===== config.mk =====
export PLATFORM = sky130hd
export DESIGN_NAME = btn_debounce
export DESIGN_NICKNAME = d
export VERILOG_FILES = /design/src/rtl/btn_debounce.sv
export SDC_FILE = /design/constraint.sdc
export NUM_CORES = 1
export LEC_CHECK = 0
export ABC_AREA = 0
export ABC_CLOCK_PERIOD_IN_PS = 2170
export CELL_PAD_IN_SITES_DETAIL_PLACEMENT = 0
export CELL_PAD_IN_SITES_GLOBAL_PLACEMENT = 2
export CORE_AREA = 2 2 63 65
export CTS_CLUSTER_DIAMETER = 150
export CTS_CLUSTER_SIZE = 20
export DETAILED_ROUTE_END_ITERATION = 7
export DIE_AREA = 0 0 65 67
export PLACE_DENSITY_LB_ADDON = 0.05
export SLEW_MARGIN = 20
export SYNTH_ARGS = -nofsm -noshare
export SYNTH_HDL_FRONTEND = slang
export SYNTH_SLANG_ARGS = --single-unit

===== constraint.sdc =====
create_clock -name clk -period 2.17 [get_ports clk]
set_input_delay 0.3255 -clock clk [delete_from_list [all_inputs] [get_ports clk]]
set_output_delay 0.3255 -clock clk [all_outputs]
set_load 0.1 [all_outputs]

===== src/rtl/btn_debounce.sv =====
// btn_debounce: debounces one raw push-button level into a clean, registered
// `stable` level for the downstream rising-edge pulse stage.
// Structure: SYNC_STAGES-deep synchronizer, four-state confirm/release FSM
// with a stability counter, and an optional long-press detector.
// Optional feature macro: BTN_DEBOUNCE_LONG_EN. When it is defined, the
// long-press counter and `long_press` pulse are built. When it is undefined,
// `long_press` is tied low and LONG_MAX has no effect.
module btn_debounce #(
    parameter int CNT_MAX     = 1_000_000,
    parameter int SYNC_STAGES = 2,
    parameter int LONG_MAX    = 100_000_000
) (
    input  logic clk,
    input  logic rst,
    input  logic btn_in,
    output logic stable,
    output logic long_press
);

    localparam int CW = $clog2(CNT_MAX);

    typedef enum logic [1:0] {
        S_LOW,
        S_RISE,
        S_HIGH,
        S_FALL
    } state_t;

    logic [SYNC_STAGES-1:0] syncPipe_q;
    logic                   syncLevel;
    state_t                 state_q, state_d;
    logic [CW-1:0]          cnt_q, cnt_d;
    logic                   stable_q, stable_d;

    // Shift the raw asynchronous button level through the synchronizer chain.
    always_ff @(posedge clk or posedge rst) begin
        if (rst) begin
            syncPipe_q <= '0;
        end else begin
            syncPipe_q <= {syncPipe_q[SYNC_STAGES-2:0], btn_in};
        end
    end

    assign syncLevel = syncPipe_q[SYNC_STAGES-1];

    // State, stability counter and debounced level all advance on one edge.
    always_ff @(posedge clk or posedge rst) begin
        if (rst) begin
            state_q  <= S_LOW;
            cnt_q    <= '0;
            stable_q <= 1'b0;
        end else begin
            state_q  <= state_d;
            cnt_q    <= cnt_d;
            stable_q <= stable_d;
        end
    end

    // Next state: a level change is confirmed only after an unbroken run of
    // equal samples; any opposite sample falls back to the prior settled state.
    always_comb begin
        state_d = state_q;
        cnt_d   = cnt_q;
        case (state_q)
            S_LOW: begin
                if (syncLevel) begin
                    state_d = S_RISE;
                    cnt_d   = '0;
                end
            end
            S_RISE: begin
                if (!syncLevel) begin
                    state_d = S_LOW;
                end else if (cnt_q == CW'(CNT_MAX - 1)) begin
                    state_d = S_HIGH;
                end else begin
                    cnt_d = cnt_q + CW'(1);
                end
            end
            S_HIGH: begin
                if (!syncLevel) begin
                    state_d = S_FALL;
                    cnt_d   = '0;
                end
            end
            S_FALL: begin
                if (syncLevel) begin
                    state_d = S_HIGH;
                end else if (cnt_q == CW'(CNT_MAX - 1)) begin
                    state_d = S_LOW;
                end else begin
                    cnt_d = cnt_q + CW'(1);
                end
            end
            default: begin
                state_d = S_LOW;
                cnt_d   = '0;
            end
        endcase
    end

    // Debounced level is high exactly while the FSM sits in S_HIGH or S_FALL.
    always_comb begin
        stable_d = (state_d == S_HIGH) || (state_d == S_FALL);
    end

    assign stable = stable_q;

`ifdef BTN_DEBOUNCE_LONG_EN
    localparam int LW = $clog2(LONG_MAX + 1);

    logic [LW-1:0] longCnt_q, longCnt_d;
    logic          longPress_q, longPress_d;

    // Long counter runs in S_HIGH, holds across a release bounce in S_FALL,
    // clears while low; it saturates at LONG_MAX so each press fires once.
    always_comb begin
        longCnt_d   = longCnt_q;
        longPress_d = 1'b0;
        case (state_q)
            S_HIGH: begin
                if (longCnt_q == LW'(LONG_MAX - 1)) begin
                    longPress_d = 1'b1;
                end
                if (longCnt_q < LW'(LONG_MAX)) begin
                    longCnt_d = longCnt_q + LW'(1);
                end
            end
            S_FALL: begin
                longCnt_d = longCnt_q;
            end
            default: begin
                longCnt_d = '0;
            end
        endcase
    end

    // Register the long counter and the one-cycle long-press pulse.
    always_ff @(posedge clk or posedge rst) begin
        if (rst) begin
            longCnt_q   <= '0;
            longPress_q <= 1'b0;
        end else begin
            longCnt_q   <= longCnt_d;
            longPress_q <= longPress_d;
        end
    end

    assign long_press = longPress_q;
`else
    assign long_press = 1'b0;
`endif

endmodule


==> flow_metrics.env, run 1 <==
export IMPL_route_met3_wl_um=43
export IMPL_portBuffers=3
export IMPL_place_hpwl_um=2212
export IMPL_clkTransAtPathRegs_ns=0.09
export IMPL_fmax_ghz=0.5109
export IMPL_fp_dieH_um=67
export IMPL_fillerInstances=374
export IMPL_synth_area_top_cells="dfrtp_1, o31ai_2, o21ai_0"
export IMPL_die_width_um=65
export IMPL_crit_end="cnt_q[8]"
export IMPL_maxCapViolCount=0
export IMPL_drc=0
export IMPL_end_kind="register"
export IMPL_core_area_sq_um=3606
export IMPL_ys_seq_elements=24
export IMPL_drive_gt1_share_pct=17.76
export IMPL_rows=22
export IMPL_antenna_found_initial=0
export IMPL_yosysWarnings=0
export IMPL_io_pins=5
export IMPL_synthToLayoutAreaGrowth_pct=13.14
export IMPL_synth_main_ff_cell="dfrtp_1"
export IMPL_outcome="completed"
export IMPL_syn_cell_area_sq_um=1343
export IMPL_r2r_end="cnt_q[8]"
export IMPL_track_usage_pct=16.88
export IMPL_worstPathMaxFanout=12
export IMPL_drt_first_pass_iters=4
export IMPL_post_drt_wl_per_cell_um=15.90
export IMPL_reg2reg_slack_ns=0.21
export IMPL_diodes=0
export IMPL_grt_pass1_wl_um=5471
export IMPL_highest_layer="met4"
export IMPL_worstSetupStartpoint="cnt_q[0]"
export IMPL_rsz0062_at_grt="no"
export IMPL_startpoint_type="register"
export IMPL_drtIter0Drc=52
export IMPL_peakVddDrop_v=0.0002799
export IMPL_seqCellArea_sq_um=601.8
export IMPL_final_setup_tns_ns=0
export IMPL_hold_start="syncPipe_q[0]"
export IMPL_fin_skew_ns=0.002436
export IMPL_cts_sinks=24
export IMPL_worst_ep_arrival_time_ns=2.14
export IMPL_setup_viol=0
export IMPL_hp_class="register to register"
export IMPL_cts_resized=0
export IMPL_avgSynthCellArea_sq_um=9.522
export IMPL_fin_cells=200
export IMPL_synthDistinctLibCells=38
export IMPL_cts_buffer_depth=2
export IMPL_layout_min_cycle_time_ns=1.957
export IMPL_drt_antenna_violating_nets=0
export IMPL_clk_latency_ns=0.27
export IMPL_dp_cells=196
export IMPL_place_gp_congestion=0.7394
export IMPL_grt_overflow=0
export IMPL_powerDensity_nw_per_um2=560.9
export IMPL_power_leakage_nw=0.5986
export IMPL_cts_hold_buf=0
export IMPL_routed_via_density=5.545
export IMPL_first_global_vias=1089
export IMPL_dieArea_sq_um=4355
export IMPL_cts_htree_levels=1
export IMPL_nNetsFinal=157
export IMPL_synthCells=141
export IMPL_fin_util_pct=42.12
export IMPL_post_route_worst_setup_slack_ns=0.2128
export IMPL_finalHoldViolCount=0
export IMPL_rr_worst_depth=7
export IMPL_synth_top_area_share_pct=44.73
export IMPL_dp_slack_ns=0.2209
export IMPL_wl_met1_um=1574
export IMPL_multiInputGateArea_sq_um=676.9
export IMPL_drt_wl_total_um=3179
export IMPL_timing_rr_start="cnt_q[0]"
export IMPL_synthArstFlopShare_pct=100.0
export IMPL_cts_setup_buffers=0
export IMPL_period_share_pct=90.19
export IMPL_cts_buffers=3
export IMPL_wl_met2_um=1516
export IMPL_cts_root_buf="clkbuf_8"
export IMPL_initial_core_util_pct=37.23
export IMPL_grt_start_max_net_pins=25
export IMPL_synth_edf_count=0
export IMPL_yosys_area_top_type="dfrtp_1"
export IMPL_slew_viol_final=0
export IMPL_syn_nets=145
export IMPL_num_vias=1109
export IMPL_tritoncts="yes"
export IMPL_critPathKind="register to register"
export IMPL_ys_seq_area_share_pct=44.73
export IMPL_crit_required_ns=2.35
## placed cells by master (no fill, tap or decap), types with 3 or more instances in the layout
| master | instances |
|---|---|
| and2_1 | 5 |
| a21oi_1 | 4 |
| nor4_1 | 3 |
| nand2b_1 | 4 |
| a31oi_1 | 7 |
| nand4_1 | 6 |
| nor2_1 | 7 |
| buf_4 | 11 |
| clkbuf_8 | 4 |
| nand2_1 | 11 |
| inv_1 | 6 |
| dfrtp_1 | 23 |
| o21ai_1 | 6 |
| o31ai_2 | 6 |
| o31ai_1 | 4 |
| nand3_1 | 7 |
| o21ai_0 | 10 |
## cell usage after synthesis (5+ instances only)
cell type   n
nand3_1     7
o31ai_2     6
and2_1      5
nand4_1     6
a31oi_1     7
nand2_1    11
inv_1       6
dfrtp_1    24
nor2_1      7
o21ai_1     6
o21ai_0    10
## state kept, by name, summed over array words and instances (netlist names)
register / flops
state_q: 1
cnt_q: 20
stable: 1
syncPipe_q: 2
## metal layers
metal	track usage, %	up-vias
met2	27.58	6
met1	22.82	545
met4	6.383	0
li1	-	554
met3	2.027	4
met5	0	-
## how the worst min path moves through the flow
stage / endpoint / slack [ns] / cells past startpoint
finish: syncPipe_q[1] / 0.37 / 0
global route: syncPipe_q[1] / 0.38 / 0
CTS: syncPipe_q[1] / 0.37 / 0
detailed placement: syncPipe_q[1] / 0.35 / 0
global placement: syncPipe_q[1] / 0.34 / 0
floorplan: syncPipe_q[1] / 0.33 / 0
## kinds of logic (layout without fill, tap and decap cells)
kind of cell	count (synthesis)	in the layout	synth area share, %
xor gates and xnor gates	1	1	0.6525
adders and majority gates	1	1	0.9318
AOI/OAI and AO/OA	47	47	26.00
and+or+nand+nor	54	54	21.72
buffers and inverters	12	23	4.846
DFF	24	24	44.73
other	1	1	0.2793
muxes	1	1	0.8387
## layout make-up
| type | count | share of cell area [%] |
|---|---|---|
| clock buffer | 4 | 3.624 |
| inverter | 6 | 1.483 |
| multi-input combinational | 105 | 44.56 |
| sequential | 24 | 39.62 |
| tap | 48 | 3.954 |
| timing repair buffer | 13 | 6.754 |
## worst max-delay path, stage by stage (launching register included)
cell,delay (ns)
dfrtp_1,0.42
ha_1,0.25
nand3_1,0.16
nor2_1,0.10
a31o_2,0.24
or2_1,0.22
buf_4,0.20
o41ai_2,0.27
## where the power goes
| part | switching, W | total (W) | internal [W] |
|---|---|---|---|
| logic | 0.0000488 | 0.0000731 | 0.0000242 |
| registers | 0.00000888 | 0.000465 | 0.000456 |
| clock network | 0.000152 | 0.000314 | 0.000162 |
| total | 0.000209 | 0.000852 | 0.000643 |
## per-stage QoR
step                      power (W)  instance area [sq um]  hold slack (ns)
after floorplan           0.0005247                   1344           0.3312
after global placement    0.0005471                   1464           0.3381
after detailed placement  0.0005489                   1464           0.3465
after CTS                 0.0008665                   1519           0.3681
after global routing      0.0009006                   1519           0.3781
final                     0.0008520                   1519           0.3669
No activity file was read; power rests on OpenSTA's default activity.
==> inputs of run 2 (changes only) <==
--- a/config.mk
+++ b/config.mk
@@ -5,7 +5,6 @@
 export SDC_FILE = /design/constraint.sdc
 export NUM_CORES = 1
 export LEC_CHECK = 0
-export ABC_AREA = 0
 export ABC_CLOCK_PERIOD_IN_PS = 2170
 export CELL_PAD_IN_SITES_DETAIL_PLACEMENT = 0
 export CELL_PAD_IN_SITES_GLOBAL_PLACEMENT = 2
==> results of run 2 <==
Same layout as run 1: the final DEF is identical, and so are final timing and power.
